[src/rtl/mst_strm_pkg.sv]
// Shared encodings and constants for the stream generator.
package mst_strm_pkg;

  localparam int unsigned DEF_WIDTH  = 36;
  localparam int unsigned DEF_LENBIT = 16;

  // PRBS-31 polynomial x^31 + x^28 + 1 as register bit positions
  localparam int unsigned PRBS_LEN   = 31;
  localparam int unsigned PRBS_TAP_A = 30;
  localparam int unsigned PRBS_TAP_B = 27;

  typedef enum logic [1:0] {
    ST_IDLE = 2'd0,
    ST_RUN  = 2'd1,
    ST_DONE = 2'd2
  } state_e;

  typedef enum logic [1:0] {
    MODE_INC   = 2'd0,
    MODE_PRBS  = 2'd1,
    MODE_WALK  = 2'd2,
    MODE_CONST = 2'd3
  } mode_e;

endpackage

[src/rtl/mst_strm_gen_if.sv]
// Control and data bundle between the generator and its pre-fetch stage.
interface mst_strm_gen_if #(
  parameter int unsigned WIDTH  = 36,
  parameter int unsigned LENBIT = 16
) ();

  logic              gen_start;
  logic              gen_stop;
  logic [1:0]        gen_mode;
  logic [WIDTH-5:0]  gen_seed;
  logic [LENBIT-1:0] gen_len;
  logic              gen0req;
  logic [WIDTH-5:0]  gen0dat;
  logic              gen_busy;
  logic              gen_done;
  logic [LENBIT-1:0] gen_cnt;

  modport master (
    input  gen_start, gen_stop, gen_mode, gen_seed, gen_len, gen0req,
    output gen0dat, gen_busy, gen_done, gen_cnt
  );

  modport slave (
    output gen_start, gen_stop, gen_mode, gen_seed, gen_len, gen0req,
    input  gen0dat, gen_busy, gen_done, gen_cnt
  );

endinterface

[src/rtl/mst_pat_step.sv]
// Combinational next-value function for each pattern mode.
module mst_pat_step
  import mst_strm_pkg::*;
#(
  parameter int unsigned DW = 32
) (
  input  mode_e         mode,
  input  logic [DW-1:0] cur,
  output logic [DW-1:0] nxt
);

  // Select the pattern advance; constant mode keeps the value
  always_comb begin
    nxt = cur;
    case (mode)
      MODE_INC:  nxt = cur + DW'(1);
      MODE_PRBS: begin
        nxt = '0;
        nxt[PRBS_LEN-1:0] = {cur[PRBS_LEN-2:0], cur[PRBS_TAP_A] ^ cur[PRBS_TAP_B]};
      end
      MODE_WALK: nxt = {cur[DW-2:0], cur[DW-1]};
      default:   nxt = cur;
    endcase
  end

endmodule

[src/rtl/mst_strm_gen.sv]
// Test-pattern stream generator: start/stop FSM, word counter and data register.
module mst_strm_gen
  import mst_strm_pkg::*;
#(
  parameter int unsigned WIDTH  = DEF_WIDTH,
  parameter int unsigned LENBIT = DEF_LENBIT
) (
  input  logic           clk,
  input  logic           rst_n,
  mst_strm_gen_if.master bus
);

  localparam int unsigned DW = WIDTH - 4;

  state_e            state_q;
  mode_e             mode_q;
  logic [LENBIT-1:0] len_q;
  logic [LENBIT-1:0] cnt_q;
  logic [DW-1:0]     dat_q;
  logic [DW-1:0]     nxt_q;
  logic              busy_q;
  logic              done_q;

  logic [DW-1:0]     seed_eff_c;
  logic [DW-1:0]     step_c;
  logic [LENBIT-1:0] cnt_inc_c;
  logic              last_word_c;

  mst_pat_step #(.DW(DW)) u_step (
    .mode (mode_q),
    .cur  (nxt_q),
    .nxt  (step_c)
  );

  // Seed as loaded at start: degenerate all-zero seeds would lock PRBS and walking-one
  always_comb begin
    seed_eff_c = bus.gen_seed;
    case (mode_e'(bus.gen_mode))
      MODE_PRBS: begin
        seed_eff_c = '0;
        if (bus.gen_seed[PRBS_LEN-1:0] == '0)
          seed_eff_c[PRBS_LEN-1:0] = PRBS_LEN'(1);
        else
          seed_eff_c[PRBS_LEN-1:0] = bus.gen_seed[PRBS_LEN-1:0];
      end
      MODE_WALK: if (bus.gen_seed == '0) seed_eff_c = DW'(1);
      default: ;
    endcase
  end

  // Bounded transfers end on the word that brings the count up to the length
  always_comb begin
    cnt_inc_c   = cnt_q + LENBIT'(1);
    last_word_c = bus.gen0req && (len_q != '0) && (cnt_inc_c == len_q);
  end

  // Control FSM with registered busy/done, plus the accept datapath
  always_ff @(posedge clk) begin
    if (!rst_n) begin
      state_q <= ST_IDLE;
      mode_q  <= MODE_INC;
      len_q   <= '0;
      cnt_q   <= '0;
      dat_q   <= '0;
      nxt_q   <= '0;
      busy_q  <= 1'b0;
      done_q  <= 1'b0;
    end else begin
      done_q <= 1'b0;
      case (state_q)
        ST_IDLE: begin
          if (bus.gen_start && !bus.gen_stop) begin
            mode_q  <= mode_e'(bus.gen_mode);
            len_q   <= bus.gen_len;
            cnt_q   <= '0;
            nxt_q   <= seed_eff_c;
            busy_q  <= 1'b1;
            state_q <= ST_RUN;
          end
        end
        ST_RUN: begin
          if (bus.gen0req) begin
            dat_q <= nxt_q;
            nxt_q <= step_c;
            cnt_q <= cnt_inc_c;
          end
          if (bus.gen_stop || last_word_c) begin
            busy_q  <= 1'b0;
            done_q  <= 1'b1;
            state_q <= ST_DONE;
          end
        end
        ST_DONE: begin
          state_q <= ST_IDLE;
        end
        default: begin
          busy_q  <= 1'b0;
          state_q <= ST_IDLE;
        end
      endcase
    end
  end

  assign bus.gen0dat  = dat_q;
  assign bus.gen_busy = busy_q;
  assign bus.gen_done = done_q;
  assign bus.gen_cnt  = cnt_q;

endmodule

[src/flat_wrapper.sv]
// flat-port wrapper written by rule: the top's interface ports become plain ports
module mst_strm_gen_flat import mst_strm_pkg::*;
#(
  parameter int unsigned WIDTH  = DEF_WIDTH,
  parameter int unsigned LENBIT = DEF_LENBIT
)
  (clk, rst_n, bus_gen_start, bus_gen_stop, bus_gen_mode, bus_gen_seed, bus_gen_len, bus_gen0req, bus_gen0dat, bus_gen_busy, bus_gen_done, bus_gen_cnt);
  mst_strm_gen_if #(.WIDTH(WIDTH), .LENBIT(LENBIT)) bus_i ();
  input  logic clk;
  input  logic rst_n;
  input wire logic [$bits(bus_i.gen_start)-1:0] bus_gen_start;
  input wire logic [$bits(bus_i.gen_stop)-1:0] bus_gen_stop;
  input wire logic [$bits(bus_i.gen_mode)-1:0] bus_gen_mode;
  input wire logic [$bits(bus_i.gen_seed)-1:0] bus_gen_seed;
  input wire logic [$bits(bus_i.gen_len)-1:0] bus_gen_len;
  input wire logic [$bits(bus_i.gen0req)-1:0] bus_gen0req;
  output wire logic [$bits(bus_i.gen0dat)-1:0] bus_gen0dat;
  output wire logic [$bits(bus_i.gen_busy)-1:0] bus_gen_busy;
  output wire logic [$bits(bus_i.gen_done)-1:0] bus_gen_done;
  output wire logic [$bits(bus_i.gen_cnt)-1:0] bus_gen_cnt;
  assign bus_i.gen_start = bus_gen_start;
  assign bus_i.gen_stop = bus_gen_stop;
  assign bus_i.gen_mode = bus_gen_mode;
  assign bus_i.gen_seed = bus_gen_seed;
  assign bus_i.gen_len = bus_gen_len;
  assign bus_i.gen0req = bus_gen0req;
  assign bus_gen0dat = bus_i.gen0dat;
  assign bus_gen_busy = bus_i.gen_busy;
  assign bus_gen_done = bus_i.gen_done;
  assign bus_gen_cnt = bus_i.gen_cnt;
  mst_strm_gen #(.WIDTH(WIDTH), .LENBIT(LENBIT)) u_core (.clk(clk), .rst_n(rst_n), .bus(bus_i));
endmodule
[config.mk]
export PLATFORM = sky130hd
export DESIGN_NAME = mst_strm_gen_flat
export DESIGN_NICKNAME = d
export VERILOG_FILES = /design/src/rtl/mst_strm_pkg.sv /design/src/rtl/mst_strm_gen_if.sv /design/src/rtl/mst_pat_step.sv /design/src/rtl/mst_strm_gen.sv /design/src/flat_wrapper.sv
export SDC_FILE = /design/constraint.sdc
export NUM_CORES = 1
export LEC_CHECK = 0
export ABC_CLOCK_PERIOD_IN_PS = 2500
export CORE_ASPECT_RATIO = 0.5
export CORE_MARGIN = 3
export CORE_UTILIZATION = 35
export DETAILED_ROUTE_END_ITERATION = 7
export SYNTH_ARGS = -nofsm -noshare
export SYNTH_HDL_FRONTEND = slang
export SYNTH_SLANG_ARGS = --single-unit
[constraint.sdc]
create_clock -name clk -period 2.5 [get_ports clk]
set_input_delay 0.375 -clock clk [delete_from_list [all_inputs] [get_ports clk]]
set_output_delay 0.375 -clock clk [all_outputs]
set_load 0.1 [all_outputs]
==> results of run 1 <==
-- power groups by stage --
stage	clock (W)	sequential (W)	combinational, W
finish	0.00141	0.00179	0.000759
global route	0.00150	0.00181	0.000824
CTS	0.00145	0.00179	0.000753
detailed placement	0	0.00183	0.000750
global placement	0	0.00183	0.000743
floorplan	0	0.00186	0.000385
-- area by class of cell --
cell class / count / area (um2) / area share
clock buffers: 9 / 225 / 0.0301
clock inverters: 7 / 63.8 / 0.00852
inverters: 12 / 45.0 / 0.00601
multi-input cells: 592 / 3340 / 0.446
flip-flops and latches: 102 / 2060 / 0.275
well taps: 204 / 255 / 0.0341
repair buffers: 178 / 1500 / 0.200
-- layer usage --
metal / vias up / routed length (um) / global-route usage / share of wire
li1: 3016 / - / - / -
met1: 2982 / 8860 / 0.281 / 0.47
met2: 207 / 8680 / 0.344 / 0.46
met3: 23 / 1070 / 0.0487 / 0.057
met4: 0 / 252 / 0.0588 / 0.013
met5: - / 0 / 0 / 0
-- cell usage after synthesis, types with 4 or more instances --
master / n / area, um2
a221oi_1: 16 / 140
ha_1: 7 / 87.6
nor3_1: 16 / 80.1
o21ai_0: 54 / 270
o22ai_1: 6 / 37.5
o41ai_1: 6 / 52.6
xor2_1: 13 / 114
nand2_1: 157 / 589
inv_1: 12 / 45.0
nor2_1: 44 / 165
or3_1: 7 / 43.8
nor4_1: 13 / 81.3
o31ai_1: 4 / 30.0
a211oi_1: 4 / 30.0
and3_1: 4 / 25.0
a21oi_1: 94 / 470
nand4_1: 17 / 106
buf_2: 8 / 40.0
o211a_1: 4 / 40.0
clkbuf_1: 44 / 165
nand3_1: 29 / 145
xnor2_1: 22 / 193
dfxtp_1: 102 / 2040
nor2b_1: 4 / 25.0
a22oi_1: 5 / 37.5
a31oi_1: 15 / 93.8
-- critical path, cell delays in order --
cell and delay (ps):
clkdlybuf4s50_1 420, nor4_1 470, nand4_1 210, buf_4 190, o21ai_0 290, a21oi_4 220
buf_12 200, a22oi_1 180, o32ai_1 90
-- logic make-up after synthesis --
family / after synthesis / share of synthesized area
compound gates: 235 / 0.253
xor+xnor: 35 / 0.0541
fa+ha+maj: 7 / 0.0154
buf+inv: 73 / 0.0578
flops: 102 / 0.360
mux: 1 / 0.00199
simple gates: 314 / 0.257
-- metrics by stage --
| step | std cells | util | setup WS [ps] |
|---|---|---|---|
| 3_5_place_dp | 1088 | 0.459 | -311 |
| 4_1_cts | 1104 | 0.478 | 71.4 |
| 6_report | 1104 | 0.480 | 89.7 |
| 3_3_place_gp | 1088 | 0.459 | -341 |
| 5_1_grt | 1104 | 0.480 | 17.5 |
| 2_1_floorplan | 767 | - | 4.87 |
-- how the worst max path moves through the flow --
stage | endpoint | slack (ps) | cells past startpoint | from
finish | u_core.nxt_q[26] | 90 | 9 | bus_gen_seed[6]
global route | u_core.nxt_q[26] | 20 | 8 | bus_gen_seed[15]
CTS | u_core.nxt_q[26] | 70 | 8 | bus_gen_seed[3]
detailed placement | u_core.nxt_q[26] | -310 | 8 | bus_gen_seed[3]
global placement | u_core.nxt_q[26] | -340 | 8 | bus_gen_seed[11]
floorplan | u_core.bus.gen_busy | 5 | 8 | u_core.bus.gen_cnt[0]
-- state kept, by name (all words and copies together) (netlist names) --
name and count:
u_core.bus.gen0dat 32, u_core.state_q 2, u_core.bus.gen_done 1, u_core.nxt_q 32, u_core.mode_q 2, u_core.bus.gen_cnt 16, u_core.bus.gen_busy 1, u_core.len_q 16
==> impl_metrics.json, run 1 <==
{
  "rsz0062_at_grt": "false",
  "io_pins": 105,
  "fin_skew_ps": 9.87,
  "vias_per_cell": 5.64,
  "synthFlopType": "dfxtp_1",
  "hold_path_depth": 2,
  "die_h_um": 96.0,
  "cts_inserted_buffers": 9,
  "ir_drop_mv": 0.366,
  "gr-total-overflow": 0,
  "rows": 32,
  "pwr-share-clk": 0.356,
  "core_area_mm2": 0.0156,
  "swShare": 0.314,
  "fill_cells": 1574,
  "arrival_ps": 2650,
  "syn_area_mm2": 0.00567,
  "drtIter0Drc": 420,
  "yosysSeqAreaShare": 0.360,
  "area_growth_pct": 32.1,
  "p_comb_frac": 0.192,
  "wl_per_cell_um": 17.1,
  "fin_nets": 957,
  "via_count": 6228,
  "maxSlewHeadroom": 0.624,
  "initial_utilization": 0.363,
  "p_per_area_mw_per_mm2": 529,
  "critPathMaxFanout": 13,
  "routed_wl_um": 18900,
  "p_switching_w": 0.00125,
  "cts_tree": "yes",
  "synth_cells": 767,
  "synth_nets": 829,
  "mostFrequentLayoutCells": "nand2_1 (157), buf_4 (122), a21oi_1 (93)",
  "avgSynthCellArea_um2": 7.39,
  "tightest_slew_ps": 562,
  "grt_pass1_vias": 5773,
  "hold_violations": 0,
  "slew_viol_final": 0,
  "synth_cell_type_count": 65,
  "tns_ps": 0,
  "endpoint_kind": "flop",
  "layout_commonest_cell": "nand2_1",
  "gp_congestion": 0.927,
  "worstReg2RegEnd": "u_core.bus.gen_busy",
  "synth_seq_cells": 102,
  "hp-start": "u_core.bus.gen0dat[18]",
  "r2r_setup_slack_ps": 130,
  "route.detailed.drc": 0,
  "async_flop_share": 0,
  "drive_gt1_frac": 0.190,
  "die_x_um": 186,
  "reg2reg_from": "u_core.bus.gen_cnt[2]",
  "htree_levels": 3,
  "antenna_found_initial": 0,
  "clock-sinks": 102,
  "r2r_cells": 6,
  "grt_max_degree": 33,
  "intPower_w": 0.00272,
  "whs_ps": 455,
  "whs_endpoint": "u_core.bus.gen0dat[18]",
  "portBuffers": 104,
  "critical_path_class": "primary input to flop",
  "post-route-min-period_ps": 2410,
  "cp.required_ps": 2740,
  "outcome": "complete, no violations",
  "design_area_mm2": 0.00749,
  "cap_violations": 0,
  "setup_violations": 0,
  "leakage_nw": 2.76,
  "synth-edff-count": 0,
  "yosysWarnings": 0,
  "first_pass_iters": 5,
  "post-route-period-util": 0.964,
  "die_area_mm2": 0.0179,
  "worst_hold_path_type": "flop to flop",
  "post_cts_resized": 0,
  "pwr-share-seq": 0.453,
  "hpwl_um": 13700,
  "start_kind": "primary input",
  "postCtsSetupBuffers": 0,
  "cts_buffer_depth": 2,
  "ant_nets": 0,
  "grt_pass1_wl_um": 29700,
  "cts-root-buf": "clkbuf_16",
  "placed_area_mm2": 0.00717,
  "insertion_delay_ps": 360,
  "max_freq_mhz": 415,
  "grt_use_total": 0.210,
  "cts_hold_repair.buffers": 0,
  "clkTransAtPathRegs_ps": 80,
  "antenna_cells": 0,
  "p_total_w": 0.00396
}
Note: power is estimated with default switching activity, not from simulation.
==> inputs of run 2 (changes only) <==
--- a/config.mk
+++ b/config.mk
@@ -6,10 +6,12 @@
 export NUM_CORES = 1
 export LEC_CHECK = 0
 export ABC_CLOCK_PERIOD_IN_PS = 2500
+export CAP_MARGIN = 30
 export CORE_ASPECT_RATIO = 0.5
 export CORE_MARGIN = 3
 export CORE_UTILIZATION = 35
 export DETAILED_ROUTE_END_ITERATION = 7
+export PLACE_DENSITY = 0.66
 export SYNTH_ARGS = -nofsm -noshare
 export SYNTH_HDL_FRONTEND = slang
 export SYNTH_SLANG_ARGS = --single-unit
==> impl_metrics.json, run 2 (synthesis gave the netlist of run 1 again) <==
{
  "outcome": "complete, no violations",
  "gp_congestion": 0.891,
  "hpwl_um": 13100,
  "arrival_ps": 2550,
  "cts_buffer_depth": 2,
  "routed_wl_um": 18300,
  "leakage_nw": 2.75,
  "post-route-period-util": 0.931,
  "setup_violations": 0,
  "dp_slack_ps": -439,
  "layout_commonest_cell": "nand2_1",
  "antenna_found_initial": 0,
  "wl_per_cell_um": 16.7,
  "grt_pass1_vias": 5858,
  "worst_hold_path_type": "flop to flop",
  "route.detailed.drc": 0,
  "die_area_mm2": 0.0179,
  "tightest_slew_ps": 607,
  "endpoint_kind": "flop",
  "fin_nets": 951,
  "drtIter0Drc": 568,
  "die_x_um": 186,
  "clkTransAtPathRegs_ps": 70,
  "initial_utilization": 0.363,
  "cts_inserted_buffers": 9,
  "whs_endpoint": "u_core.bus.gen0dat[2]",
  "hold_violations": 0,
  "slew_viol_final": 0,
  "p_per_area_mw_per_mm2": 544,
  "core_area_mm2": 0.0156,
  "cts-root-buf": "clkbuf_16",
  "cts_tree": "yes",
  "ant_nets": 0,
  "insertion_delay_ps": 360,
  "grt_use_total": 0.206,
  "drive_gt1_frac": 0.183,
  "antenna_cells": 0,
  "hp-start": "u_core.bus.gen0dat[2]",
  "gr-total-overflow": 0,
  "r2r_setup_slack_ps": 170,
  "io_pins": 105,
  "htree_levels": 3,
  "grt_max_degree": 47,
  "first_pass_iters": 5,
  "die_h_um": 96.0,
  "start_kind": "flop",
  "critical_path_class": "flop to flop",
  "cts_hold_repair.buffers": 0,
  "maxSlewHeadroom": 0.594,
  "clock-sinks": 102,
  "critPathMaxFanout": 8,
  "p_total_w": 0.00407,
  "rows": 32,
  "r2r_cells": 9,
  "portBuffers": 104,
  "final_core_util": 0.479,
  "worstReg2RegEnd": "u_core.bus.gen_busy",
  "layout_setup_ws_ps": 172,
  "ir_drop_mv": 0.397,
  "cp.required_ps": 2730,
  "post-route-min-period_ps": 2330,
  "via_count": 6162,
  "reg2reg_from": "u_core.bus.gen_cnt[0]",
  "hold_path_depth": 2,
  "vias_per_cell": 5.61,
  "grt_pass1_wl_um": 29800,
  "cap_violations": 0,
  "mostFrequentLayoutCells": "nand2_1 (157), buf_4 (115), a21oi_1 (93)",
  "whs_ps": 456,
  "fill_cells": 1559,
  "fin_skew_ps": 17.3,
  "max_freq_mhz": 430,
  "area_growth_pct": 32.0
}
-- run 2: cell count changes in the layout (fill, tap and decap cells not counted), sizes merged --
cell      delta
clkinv       +1
bufinv       +1
clkinvlp     -2
buf          -6
-- run 2: where the power goes --
group	leakage [nW]	total, W	switching (W)	internal [W]
combinational	1.76	0.000748	0.000429	0.000319
clock	0.159	0.00153	0.000714	0.000815
sequential	0.837	0.00180	0.000103	0.00169
-- run 2: area by class of cell --
class | instances | area (um2) | share of cell area
Timing Repair Buffer | 172 | 1460 | 0.196
Clock buffer | 9 | 225 | 0.0301
Multi-Input combinational cell | 592 | 3340 | 0.446
Clock inverter | 7 | 97.6 | 0.0130
Sequential cell | 102 | 2060 | 0.276
Tap cell | 204 | 255 | 0.0341
Inverter | 12 | 45.0 | 0.00602
-- run 2: per-stage QoR --
stage | area, um2 | instances | TNS [ps]
2_1_floorplan | 5690 | 767 | 0
3_5_place_dp | 7120 | 1080 | -8960
4_1_cts | 7460 | 1096 | 0
5_1_grt | 7490 | 1098 | -1.14
6_report | 7490 | 1098 | 0
3_3_place_gp | 7120 | 1080 | -9940
-- run 2: worst max-delay path, stage by stage (launching register included) --
cell	delay (ps)
dfxtp_4	390
ha_1	290
nand4_1	220
nor4_1	350
buf_4	180
xnor2_1	110
nand3_1	140
nor4_4	260
buf_4	180
o211ai_1	90
-- run 2: worst max-delay path by stage --
stage / startpoint / endpoint / slack, ps / depth (start not counted)
floorplan: u_core.bus.gen_cnt[0] / u_core.bus.gen_busy / 5 / 8
global route: bus_gen_seed[6] / u_core.nxt_q[12] / -1 / 7
CTS: bus_gen_seed[22] / u_core.nxt_q[10] / 80 / 7
detailed placement: bus_gen_seed[19] / u_core.nxt_q[30] / -440 / 9
finish: u_core.bus.gen_cnt[0] / u_core.bus.gen_busy / 170 / 9
global placement: bus_gen_seed[22] / u_core.nxt_q[10] / -430 / 7
-- run 2: per-layer routing --
| layer | wire, um | track usage | vias to the layer above |
|---|---|---|---|
| met1 | 8360 | 0.278 | 2909 |
| li1 | - | - | 3021 |
| met2 | 8590 | 0.348 | 217 |
| met3 | 1240 | 0.0370 | 15 |
| met4 | 148 | 0.0452 | 0 |
| met5 | 0 | 0 | - |
-- run 2: what timing repair did --
item / 4_1_cts / 5_1_grt
pin swaps: 0 / 2
setup buffers: 0 / 2
hold endpoints to repair: 0 / 0
endpoints found under the setup margin: 1 / 32
gates resized for setup: 2 / 3
